[src/rtl/time_stamp_tagger_pkg.sv]
// Shared constants and tag layout for the time stamp tagger.
// Tag = {channel mask, time}; the mask sits in the MSBs.
package time_stamp_tagger_pkg;

  localparam int TS_W_DEF   = 48;
  localparam int EV_CH_DEF  = 8;
  localparam int TAG_W_DEF  = TS_W_DEF + EV_CH_DEF;

  localparam int                  DROP_CNT_W   = 16;
  localparam logic [DROP_CNT_W-1:0] DROP_CNT_SAT = '1;

  typedef struct packed {
    logic [EV_CH_DEF-1:0] mask;
    logic [TS_W_DEF-1:0]  ts;
  } tag_t;

  function automatic int tag_width(input int ts_w, input int ev_ch);
    return ts_w + ev_ch;
  endfunction

endpackage

[src/rtl/time_stamp_tagger_fifo.sv]
// tag_fifo: synchronous first-word-fall-through FIFO with full/empty/occupancy.
// A push while full is refused even when a pop happens in the same cycle.
module tag_fifo #(
  parameter int WIDTH = 56,
  parameter int DEPTH = 16
) (
  input  logic                     clk_i,
  input  logic                     rst_i,
  input  logic                     push_i,
  input  logic [WIDTH-1:0]         din_i,
  input  logic                     pop_i,
  output logic [WIDTH-1:0]         dout_o,
  output logic                     empty_o,
  output logic                     full_o,
  output logic [$clog2(DEPTH):0]   count_o
);
  localparam int AW = $clog2(DEPTH);

  logic [WIDTH-1:0] mem_q [DEPTH];
  logic [AW-1:0]    wr_ptr_q, wr_ptr_d;
  logic [AW-1:0]    rd_ptr_q, rd_ptr_d;
  logic [AW:0]      cnt_q, cnt_d;
  logic             push_ok, pop_ok;

  assign full_o  = (cnt_q == (AW+1)'(DEPTH));
  assign empty_o = (cnt_q == '0);
  assign count_o = cnt_q;
  assign push_ok = push_i & ~full_o;
  assign pop_ok  = pop_i & ~empty_o;

  // Gate the read port so the output reads zero while empty.
  assign dout_o = empty_o ? '0 : mem_q[rd_ptr_q];

  always_comb begin
    wr_ptr_d = wr_ptr_q;
    rd_ptr_d = rd_ptr_q;
    cnt_d    = cnt_q;
    if (push_ok) wr_ptr_d = wr_ptr_q + 1'b1;
    if (pop_ok)  rd_ptr_d = rd_ptr_q + 1'b1;
    case ({push_ok, pop_ok})
      2'b10:   cnt_d = cnt_q + 1'b1;
      2'b01:   cnt_d = cnt_q - 1'b1;
      default: cnt_d = cnt_q;
    endcase
  end

  always_ff @(posedge clk_i) begin
    if (rst_i) begin
      wr_ptr_q <= '0;
      rd_ptr_q <= '0;
      cnt_q    <= '0;
    end else begin
      wr_ptr_q <= wr_ptr_d;
      rd_ptr_q <= rd_ptr_d;
      cnt_q    <= cnt_d;
    end
  end

  always_ff @(posedge clk_i) begin
    if (push_ok) mem_q[wr_ptr_q] <= din_i;
  end

endmodule

[src/rtl/time_stamp_tagger.sv]
// Latches CURRENT_TIME on event rising edges, buffers tags, streams them on AXIS.
// Optional packet framing (TLAST every PACKET_LEN beats) under TIME_STAMP_TAGGER_PACKET_EN.
module time_stamp_tagger
  import time_stamp_tagger_pkg::*;
#(
  parameter int TIME_STAMP_WIDTH = TS_W_DEF,
  parameter int EVENT_CH_NUM     = EV_CH_DEF,
  parameter int FIFO_DEPTH       = 16,
  parameter int PACKET_LEN       = 16
) (
  input  logic                                     CLK,
  input  logic                                     RESET,
  input  logic [TIME_STAMP_WIDTH-1:0]              CURRENT_TIME,
  input  logic [EVENT_CH_NUM-1:0]                  EVENT_IN,
  input  logic                                     CLEAR,
  output logic [TIME_STAMP_WIDTH+EVENT_CH_NUM-1:0] M_AXIS_TDATA,
  output logic                                     M_AXIS_TVALID,
  input  logic                                     M_AXIS_TREADY,
  output logic                                     M_AXIS_TLAST,
  output logic                                     OVERFLOW,
  output logic [DROP_CNT_W-1:0]                    DROP_COUNT
);
  localparam int TAG_W = tag_width(TIME_STAMP_WIDTH, EVENT_CH_NUM);

  logic [EVENT_CH_NUM-1:0] ev_prev_q;
  logic [EVENT_CH_NUM-1:0] rise;
  logic                    tag_vld, drop, hs;
  logic                    fifo_empty, fifo_full;
  logic [$clog2(FIFO_DEPTH):0] fifo_cnt;
  logic                    ovf_q, ovf_d;
  logic [DROP_CNT_W-1:0]   drop_cnt_q, drop_cnt_d;

  assign rise    = EVENT_IN & ~ev_prev_q;
  assign tag_vld = (|rise) && (CURRENT_TIME != '0);
  assign drop    = tag_vld & fifo_full;
  assign hs      = M_AXIS_TVALID & M_AXIS_TREADY;

  // Reset to all ones so lines already high at reset release do not fire.
  always_ff @(posedge CLK) begin
    if (RESET) ev_prev_q <= '1;
    else       ev_prev_q <= EVENT_IN;
  end

  tag_fifo #(
    .WIDTH (TAG_W),
    .DEPTH (FIFO_DEPTH)
  ) u_fifo (
    .clk_i   (CLK),
    .rst_i   (RESET),
    .push_i  (tag_vld),
    .din_i   ({rise, CURRENT_TIME}),
    .pop_i   (M_AXIS_TREADY),
    .dout_o  (M_AXIS_TDATA),
    .empty_o (fifo_empty),
    .full_o  (fifo_full),
    .count_o (fifo_cnt)
  );

  assign M_AXIS_TVALID = ~fifo_empty;

  // A drop in the same cycle as CLEAR wins: the cleared state is restarted at one.
  always_comb begin
    ovf_d      = ovf_q;
    drop_cnt_d = drop_cnt_q;
    if (CLEAR) begin
      ovf_d      = 1'b0;
      drop_cnt_d = '0;
    end
    if (drop) begin
      ovf_d = 1'b1;
      if (CLEAR)                          drop_cnt_d = DROP_CNT_W'(1);
      else if (drop_cnt_q != DROP_CNT_SAT) drop_cnt_d = drop_cnt_q + 1'b1;
    end
  end

  always_ff @(posedge CLK) begin
    if (RESET) begin
      ovf_q      <= 1'b0;
      drop_cnt_q <= '0;
    end else begin
      ovf_q      <= ovf_d;
      drop_cnt_q <= drop_cnt_d;
    end
  end

  assign OVERFLOW   = ovf_q;
  assign DROP_COUNT = drop_cnt_q;

`ifdef TIME_STAMP_TAGGER_PACKET_EN
  localparam int BEAT_W = (PACKET_LEN > 1) ? $clog2(PACKET_LEN) : 1;

  logic [BEAT_W-1:0] beat_q, beat_d;
  logic              beat_last;

  assign beat_last = (beat_q == BEAT_W'(PACKET_LEN - 1));

  always_comb begin
    beat_d = beat_q;
    if (hs) beat_d = beat_last ? '0 : beat_q + 1'b1;
  end

  always_ff @(posedge CLK) begin
    if (RESET) beat_q <= '0;
    else       beat_q <= beat_d;
  end

  assign M_AXIS_TLAST = M_AXIS_TVALID & beat_last;

  logic unused_sig;
  assign unused_sig = ^fifo_cnt;
`else
  assign M_AXIS_TLAST = 1'b0;

  logic unused_sig;
  assign unused_sig = ^{fifo_cnt, hs, PACKET_LEN[0]};
`endif

endmodule

[config.mk]
export PLATFORM = sky130hd
export DESIGN_NAME = time_stamp_tagger
export DESIGN_NICKNAME = d
export VERILOG_FILES = /design/src/rtl/time_stamp_tagger_pkg.sv /design/src/rtl/time_stamp_tagger_fifo.sv /design/src/rtl/time_stamp_tagger.sv
export SDC_FILE = /design/constraint.sdc
export NUM_CORES = 1
export LEC_CHECK = 0
export BUFFER_PORTS_ARGS = -buffer_cell sky130_fd_sc_hd__buf_2
export CORE_ASPECT_RATIO = 0.7
export CORE_MARGIN = 1.5
export CORE_UTILIZATION = 50
export DETAILED_ROUTE_END_ITERATION = 8
export PLACE_DENSITY = 0.74
export SLEW_MARGIN = 15
export SYNTH_ARGS = -nofsm -noshare
export SYNTH_HDL_FRONTEND = slang
export SYNTH_SLANG_ARGS = --single-unit
export TNS_END_PERCENT = 30
[constraint.sdc]
create_clock -name CLK -period 11.5 [get_ports CLK]
set_input_delay 0.575 -clock CLK [delete_from_list [all_inputs] [get_ports CLK]]
set_output_delay 0.575 -clock CLK [all_outputs]
set_load 0.02 [all_outputs]
* Word-level counts from Yosys, hierarchy flattened
Memory sizes are Yosys's and may differ from the RTL's. A register that Yosys moved wholly into a read port is not among the register bits.
Cells that the tools add are included.
** Word-level totals
- Register bits :: 38
- Bits in writable memories :: 896
- Bits of input ports :: 60
- Output and inout port bits :: 75
- Logic and storage cells :: 41
- Memories :: 1
** Memory list
- u_fifo.mem_q :: words 16, bits a word 56, rd ports 1, clocked after Yosys merged registers in 1, wr ports 1, line time_stamp_tagger_fifo.sv:19 : logic [WIDTH-1:0] mem_q [DEPTH];
** Cells by class
- Add/sub/neg operators :: 5
- Eq/ne operators :: 4
- Multiplexer cells :: 12
- Bitwise operators :: 7
- Reduce and logical (&&, ||, !) cells :: 6
** Operators by type and width (count)
- 2-to-1 mux 16 bit :: 4
- 2-to-1 mux 56 bit :: 1
- nonzero test 48 bit :: 1
- adder 16 x 1 -> 16 bit (second input constant) :: 1
- inequality test 16 bit (second input constant) :: 1
- one-hot mux 5 bit (2 select lines) :: 1
- adder 4 x 1 -> 4 bit (second input constant) :: 2
- AND 8 bit :: 1
- 2-to-1 mux 4 bit :: 2
- inverter 8 bit :: 1
- OR reduction 8 bit :: 1
- adder 5 x 1 -> 5 bit (second input constant) :: 1
- equality test 5 bit (second input constant) :: 1
- zero test 5 bit :: 1
- subtractor 5 x 1 -> 5 bit (second input constant) :: 1
- 2-to-1 mux 1 bit :: 4
- nonzero test 2 bit :: 2
- AND 1 bit :: 3
- equality test 2 x 1 -> 1 bit (second input constant) :: 1
- equality test 2 bit (second input constant) :: 1
- inverter 1 bit :: 2
- logical AND 1 bit :: 1

* Logic depth before layout (Yosys ltp)
Gate-level depths: netlist (run 1).
- Depth after elaboration :: 7
- Depth in mapped cells :: 17
- Mapped depth without buffers :: 13

* By module
Synthesis (run 1) repeated with hierarchy kept, for this count alone.
** Second synthesis, totals
- Cells, all modules :: 1663
- Area total of the unflattened synthesis :: 36466.2 µm²
** By module, submodules not included
- tag_fifo :: instances 1, cells each 1492, area each 35003.6 µm², sequential area each 27246.1 µm²
- time_stamp_tagger :: instances 1, cells each 171, area each 1462.7 µm², sequential area each 500.5 µm²

* Least setup slack after synthesis (run 1)
Ideal clock, no wire load.
- Path type :: in2reg
- Start :: input EVENT_IN[1]
- End :: memory u_fifo.mem_q[1][0], enable pin
- Setup time :: 0.628 ns
- Data arrival time :: 7.666 ns
- Required time :: 10.872 ns
- Slack :: 3.206 ns
- Stages on the path :: 8
- Buffers on the path :: 2
- Path through :: nor2b_1 nor4_2 nand2_1 and3_1 buf_2 inv_2 buf_4 nor4b_1
** Between the ends
- Cells in the longest elaborated chain, start to end :: 6
** Ends and longest elaborated chain
- from (decl) :: line time_stamp_tagger.sv:14 : input logic [EVENT_CH_NUM-1:0] EVENT_IN,
- AND 8 bit :: line time_stamp_tagger.sv:33 : assign rise = EVENT_IN & ~ev_prev_q;
- OR reduction 8 bit :: line time_stamp_tagger.sv:34 : assign tag_vld = (|rise) && (CURRENT_TIME != '0);
- logical AND 1 bit :: line time_stamp_tagger.sv:34
- AND 1 bit :: line time_stamp_tagger_fifo.sv:28 : assign push_ok = push_i & ~full_o;
- 2-to-1 mux 1 bit :: line time_stamp_tagger_fifo.sv:60 : if (push_ok) mem_q[wr_ptr_q] <= din_i;
- 2-to-1 mux 1 bit (implied by the code) :: line time_stamp_tagger_fifo.sv:60
- to (decl) :: line time_stamp_tagger_fifo.sv:19
Every way passes these cells.

==> results.json, run 1 <==
{
  "grt_use_total_pct": 21.7,
  "critPathMaxFanout": 43,
  "sw_frac_of_total_pct": 27.7,
  "ys_seq_area_share_pct": 75.6,
  "utilization_pct": 56.9,
  "synth_flop_cell": "edfxtp_1",
  "ys.warnings.count": 0,
  "max_freq_mhz": 204,
  "cts_resized": 0,
  "drive_above_1_share_pct": 29.8,
  "grt_pass1_wl_um": 118000,
  "dp_worst_setup_slack_ps": 6540,
  "final.setup.worst_slack_ps": 6610,
  "internal_power_mw": 6.46,
  "vias": 17233,
  "slew_headroom_pct": 19.3,
  "cpMaxStageDelayCell": "buf_4",
  "die_x_um": 327,
  "rows": 82,
  "critPathMaxStageDelay_ps": 780,
  "syn_to_final_growth_pct": 11.8,
  "first_pass_iters": 5,
  "crit_required_ps": 10930,
  "clock_latency_ps": 640,
  "htree_levels": 3,
  "slew_violations": 0,
  "met2_length_um": 40000,
  "drcViolationCount": 0,
  "start_kind": "register",
  "ios": 135,
  "worst_pin_slew_ps": 1210,
  "pwr-share-comb_pct": 23.8,
  "cp_common_cell": "buf_4",
  "synth_edf_count": 896,
  "yosysUniqueCellTypes": 56,
  "p_clk_share_pct": 30.9,
  "netlist.area_leader.share_pct": 73.3,
  "status": "completed",
  "cts_setup_buffers": 0,
  "min_period_over_period_pct": 42.6,
  "ir_worst_vdd_v": 0.000157,
  "dr.first_iter.drc_count": 1991,
  "place_congestion": 0.787,
  "min_path_type": "in -> reg",
  "grt_max_degree": 128,
  "critPathKind": "reg -> out",
  "cts_tree": "done",
  "synth_fp_nets": 1651,
  "antenna_found_initial": 6,
  "ant_nets": 0,
  "power.density_nw_per_um2": 218,
  "p_sw_mw": 2.48,
  "portBuffers": 133,
  "p_leak_nw": 12.8,
  "cts-root-buf": "clkbuf_16",
  "wl_per_cell_um": 29.0,
  "cap_violations": 0,
  "grt_setup_unrepaired": "false",
  "p_seq_share_pct": 45.3,
  "fin_nets": 1812,
  "die_y_um": 230,
  "die-area_sq_um": 75100,
  "finalSetupViolCount": 0,
  "crit_path_end_kind": "output pin",
  "core_area_sq_um": 72100,
  "syn_inst": 1582,
  "path_cells": "buf_4 > buf_4 > mux4_1 > mux4_2 > and2_1 > buf_2",
  "cts_inserted_buffers": 84,
  "ctsHoldBuffers": 0,
  "syn_area_sq_um": 36700,
  "routed-wl-met3_um": 6010,
  "layout_min_cycle_time_ps": 4890,
  "postSynthAreaPerCell_sq_um": 23.2,
  "dpl.hpwl_um": 40000,
  "fin_skew_ps": 22.3,
  "met1_length_um": 33100,
  "synth-seq-cells": 938,
  "vias_per_cell": 6.20,
  "fin_tns_setup_ps": 0,
  "clock-sinks": 938,
  "cts.path.max_buffers": 3,
  "topRoutingLayerUsed": "met5",
  "totalWireLength_um": 80600,
  "grt_remaining_overflow": 0,
  "crit_arrival_ps": 4320,
  "hold_viol": 0,
  "synthArstFlopShare_pct": 0,
  "grt_pass1_vias": 17622,
  "yosys.area.top_type": "edfxtp_1",
  "clkTransAtPathRegs_ps": 60,
  "synth.area.top_cells": "edfxtp_1, mux4_2, mux4_1",
  "start_util_pct": 50.9
}
[synth_stat cells, types with 3 or more instances]
library cell,count
mux4_2,218
dfxtp_1,42
buf_6,8
nor4_1,13
mux2i_1,4
nor4b_1,4
buf_2,19
inv_1,4
nand4_1,14
or2_2,9
o31ai_1,7
nor3_1,5
nand2_1,12
buf_12,11
or3_1,7
o311ai_1,4
nand3_1,11
or4_1,8
buf_1,7
nand2b_1,5
clkbuf_1,42
mux4_1,62
edfxtp_1,896
a21oi_1,16
and3_1,3
xor2_1,5
and4b_1,5
ha_1,9
nor2_1,20
o41ai_1,6
and2_1,60
nor2b_1,11
o21ai_0,4
[final timing paths]
path	slack [ps]	to	from	cells after the start
worst max register to register	7380	u_fifo.mem_q[12][44]	ev_prev_q[7]	7
worst min-delay path	140	ev_prev_q[4]	EVENT_IN[4]	2
worst max-delay path	6610	M_AXIS_TDATA[32]	register	6
worst min register to register	470	OVERFLOW	OVERFLOW	2
[worst max-delay path: cells and delay by family, from the launching register on]
kind,cells,cell delay (ps)
flops,1,550
buf+inv,3,1650
simple gates,1,220
mux,2,1160
[logic make-up after synthesis]
logic type               Yosys count  synth area share (%)
XOR/XNOR                           7                 0.167
adder cells (fa/ha/maj)            9                 0.307
AND/OR/NAND/NOR                  196                  3.29
AO/OA/AOI/OAI                     51                 0.978
flip-flops                       938                  75.6
other                              1                0.0102
buffers and inverters             94                  1.70
multiplexers                     286                  18.0
[power groups by stage]
stage               registers [mW]  logic [mW]  clock network [mW]
floorplan                     4.11        1.58                   0
global placement              4.10        2.13                   0
detailed placement            4.12        2.16                   0
CTS                           4.05        2.17                2.81
global route                  4.07        2.27                2.94
finish                        4.05        2.12                2.76
[final cells by class]
type	instances	area [sq um]
Inverter	5	18.8
Antenna cell	2	5.00
Tap cell	966	1210
Fill cell	5096	31100
Clock inverter	46	424
Multi-Input combinational cell	550	8450
Timing Repair Buffer	164	911
Sequential cell	938	27800
Clock buffer	107	2250
[through the flow]
| step | power (mW) | cells | cell area (sq um) | hold slack, ps |
|---|---|---|---|---|
| after floorplan | 5.69 | 1582 | 36700 | 485 |
| after global placement | 6.24 | 2623 | 38300 | 464 |
| after detailed placement | 6.28 | 2623 | 38300 | 463 |
| after CTS | 9.03 | 2776 | 41000 | 105 |
| after global routing | 9.27 | 2777 | 41000 | 105 |
| final | 8.93 | 2778 | 41000 | 137 |
[sequential cells by signal (all words and copies together), names as in the netlist, named ones only]
signal           flops
u_fifo.rd_ptr_q      4
DROP_COUNT          16
u_fifo.count_o       5
ev_prev_q            8
OVERFLOW             1
u_fifo.wr_ptr_q      4
u_fifo.mem_q       896
[cells in the final DEF, fill, tap and decap left out, drive strengths merged, types with 2 or more instances in the layout]
| cell | netlist | final |
|---|---|---|
| o311ai | 4 | 4 |
| nor2b | 11 | 11 |
| mux4 | 280 | 280 |
| clkinvlp | 0 | 2 |
| buf | 47 | 164 |
| nor3 | 6 | 6 |
| and4b | 5 | 5 |
| xnor2 | 2 | 2 |
| and4 | 2 | 2 |
| nand2b | 5 | 5 |
| a41oi | 2 | 2 |
| or2 | 9 | 9 |
| edfxtp | 896 | 896 |
| xor2 | 5 | 5 |
| nor4 | 16 | 16 |
| or4 | 8 | 8 |
| nand4 | 14 | 14 |
| nand3 | 11 | 11 |
| inv | 5 | 10 |
| a21o | 2 | 2 |
| nor2 | 20 | 20 |
| o21ai | 4 | 4 |
| and3 | 3 | 3 |
| nand2 | 13 | 13 |
| clkinv | 0 | 32 |
| mux2i | 4 | 4 |
| o41ai | 6 | 6 |
| mux2 | 2 | 2 |
| diode | 0 | 2 |
| or3 | 7 | 7 |
| and2 | 60 | 60 |
| o31ai | 7 | 7 |
| ha | 9 | 9 |
| bufinv | 0 | 7 |
| dfxtp | 42 | 42 |
| nor4b | 4 | 4 |
| clkbuf | 42 | 107 |
| o211ai | 2 | 2 |
| a21oi | 16 | 16 |
[metal layers]
| metal | up-vias | global-route usage, % |
|---|---|---|
| li1 | 7132 | - |
| met1 | 9235 | 30.7 |
| met2 | 744 | 35.1 |
| met3 | 116 | 4.52 |
| met4 | 6 | 4.88 |
| met5 | - | 0 |
Note: power is estimated with default switching activity, not from simulation.
==> inputs of run 2 (changes only) <==
==> constraint.sdc (replaced) <==
create_clock -name CLK -period 4.8 [get_ports CLK]
set_input_delay 0.24 -clock CLK [delete_from_list [all_inputs] [get_ports CLK]]
set_output_delay 0.24 -clock CLK [all_outputs]
set_load 0.02 [all_outputs]
==> run 2 against run 1 <==
  * Combinational power rose by 140%
  * Final cell count rose by 2.5%
  * Register-to-register slack got worse by 6300 ps
  * Routed wire length fell by 1.3%
  * Critical path type is now in -> reg
==> results.json, run 2 (synthesis results as in run 1) <==
{
  "min_path_type": "in -> reg",
  "critPathMaxStageDelay_ps": 680,
  "layout_common_cells": "edfxtp_1, mux4_2, buf_2, clkbuf_16, mux4_1",
  "fin_skew_ps": 23.6,
  "grt_pass1_vias": 17448,
  "grt_pass1_wl_um": 117000,
  "path_cells": "dlygate4sd3_1 > buf_2 > nor4_1 > nand4_1 > or3_1 > and3_1 > inv_2 > ha_1 > xor2_1 > ha_1 > inv_1 > o21ai_0 > a21oi_1 > o21bai_1 > mux2_1",
  "cts-root-buf": "clkbuf_16",
  "crit_required_ps": 5330,
  "max_freq_mhz": 261,
  "drive_above_1_share_pct": 29.6,
  "ios": 135,
  "fin_nets": 1880,
  "sw_frac_of_total_pct": 27.7,
  "vias_per_cell": 6.10,
  "fin_cells": 2847,
  "die_x_um": 327,
  "cp_common_cell": "ha_1",
  "clock-sinks": 938,
  "grt_use_total_pct": 21.3,
  "dpl.hpwl_um": 38800,
  "core_area_sq_um": 72100,
  "vias": 17358,
  "cts_inserted_buffers": 86,
  "cts_tree": "done",
  "cpMaxStageDelayCell": "nor4_1",
  "portBuffers": 133,
  "min_period_over_period_pct": 80.0,
  "power.density_nw_per_um2": 514,
  "internal_power_mw": 15.6,
  "critPathMaxFanout": 17,
  "cts.path.max_buffers": 3,
  "final_common_cell": "edfxtp_1",
  "finalSetupViolCount": 0,
  "dp_worst_setup_slack_ps": 812,
  "hold_viol": 0,
  "syn_to_final_growth_pct": 14.5,
  "crit_path_end_kind": "register",
  "totalWireLength_um": 79600,
  "rows": 82,
  "p_sw_mw": 5.98,
  "finalInstanceArea_sq_um": 42000,
  "clock_latency_ps": 650,
  "place_inst": 2631,
  "final.setup.worst_slack_ps": 962,
  "antenna_found_initial": 4,
  "die_y_um": 230,
  "layout_min_cycle_time_ps": 3840,
  "wl_per_cell_um": 28.0,
  "grt_remaining_overflow": 0,
  "worst_pin_slew_ps": 1090,
  "ant_nets": 0,
  "critPathKind": "in -> reg",
  "fin_total_pwr_mw": 21.6,
  "fill_cells": 5025,
  "p_seq_share_pct": 45.0,
  "drcViolationCount": 0,
  "first_pass_iters": 5,
  "grt_max_degree": 76,
  "p_clk_share_pct": 31.1,
  "place_congestion": 0.774,
  "start_util_pct": 50.9,
  "slew_headroom_pct": 27.5,
  "htree_levels": 3,
  "cap_violations": 0,
  "grt_setup_unrepaired": "false",
  "ir_worst_vdd_v": 0.000361,
  "antenna_cells": 0,
  "die-area_sq_um": 75100,
  "status": "completed",
  "regMostFlops": "u_fifo.mem_q",
  "place_area_sq_um": 38700,
  "hold_ws_ps": 88.9,
  "crit_arrival_ps": 4370,
  "clkTransAtPathRegs_ps": 70,
  "pwr-share-comb_pct": 23.8,
  "largest_reg_flops": 896,
  "start_kind": "input pin",
  "p_leak_nw": 13.2,
  "reg2reg_slack_ps": 1100,
  "dr.first_iter.drc_count": 1819,
  "slew_violations": 0
}
[run 2: changes by cell type in the layout (fill, tap and decap cells not counted), moves of 2 or more]
| cell | delta |
|---|---|
| buf_12 | +19 |
| buf_4 | -11 |
| clkbuf_1 | -5 |
| clkbuf_8 | +3 |
| clkinv_1 | +2 |
| clkinv_2 | +3 |
| clkinv_8 | +4 |
| clkinvlp_4 | +2 |
| diode_2 | -2 |
| dlygate4sd3_1 | +58 |
| nor4b_2 | -4 |
| nor4b_4 | +4 |
[run 2: final timing paths]
path | cells past startpoint | start | endpoint
max | 15 | CURRENT_TIME[18] | u_fifo.count_o[4]
min | 2 | RESET | u_fifo.count_o[1]
max reg2reg | 8 | ev_prev_q[4] | u_fifo.mem_q[12][20]
min reg2reg | 2 | OVERFLOW | OVERFLOW
[run 2: final cells by class]
cell class / count / area, sq um / share of cell area, %
flip-flops and latches: 938 / 27800 / 66.0
multi-input cells: 550 / 8490 / 20.2
inverters: 5 / 18.8 / 0.0446
clock inverters: 53 / 493 / 1.17
well taps: 966 / 1210 / 2.88
clock buffers: 105 / 2270 / 5.41
repair buffers: 230 / 1790 / 4.26
[run 2: stage by stage]
step	util, %	TNS, ps
2_1_floorplan	-	-271520
3_3_place_gp	53.6	0
3_5_place_dp	53.6	0
4_1_cts	58.3	0
5_1_grt	58.3	0
6_report	58.3	0
[run 2: critical path, delay by kind of cell]
family / cells / cell delay [ps]
xor+xnor: 1 / 150
fa+ha+maj: 2 / 420
simple gates: 4 / 1890
buf+inv: 4 / 900
compound gates: 3 / 420
mux: 1 / 330
[run 2: repair_timing]
action / CTS / global route
gates resized for setup: 0 / 0
setup buffers: 0 / 0
hold endpoints to repair: 785 / 0
hold buffers: 58 / 0
[run 2: power by group through the flow]
stage / clock network, mW / logic [mW] / registers (mW)
5_1_grt: 7.19 / 5.47 / 9.76
3_3_place_gp: 0 / 5.15 / 9.86
4_1_cts: 6.84 / 5.26 / 9.73
3_5_place_dp: 0 / 5.18 / 9.90
2_1_floorplan: 0 / 3.79 / 9.81
6_report: 6.73 / 5.15 / 9.73
[run 2: metal layers]
metal / wire, um / part of all wire, % / global-route usage (%)
met1: 33400 / 42 / 30.5
met2: 39800 / 50 / 35.0
met3: 5170 / 6.5 / 3.55
met4: 1250 / 1.6 / 4.60
met5: 28 / 0.035 / 0
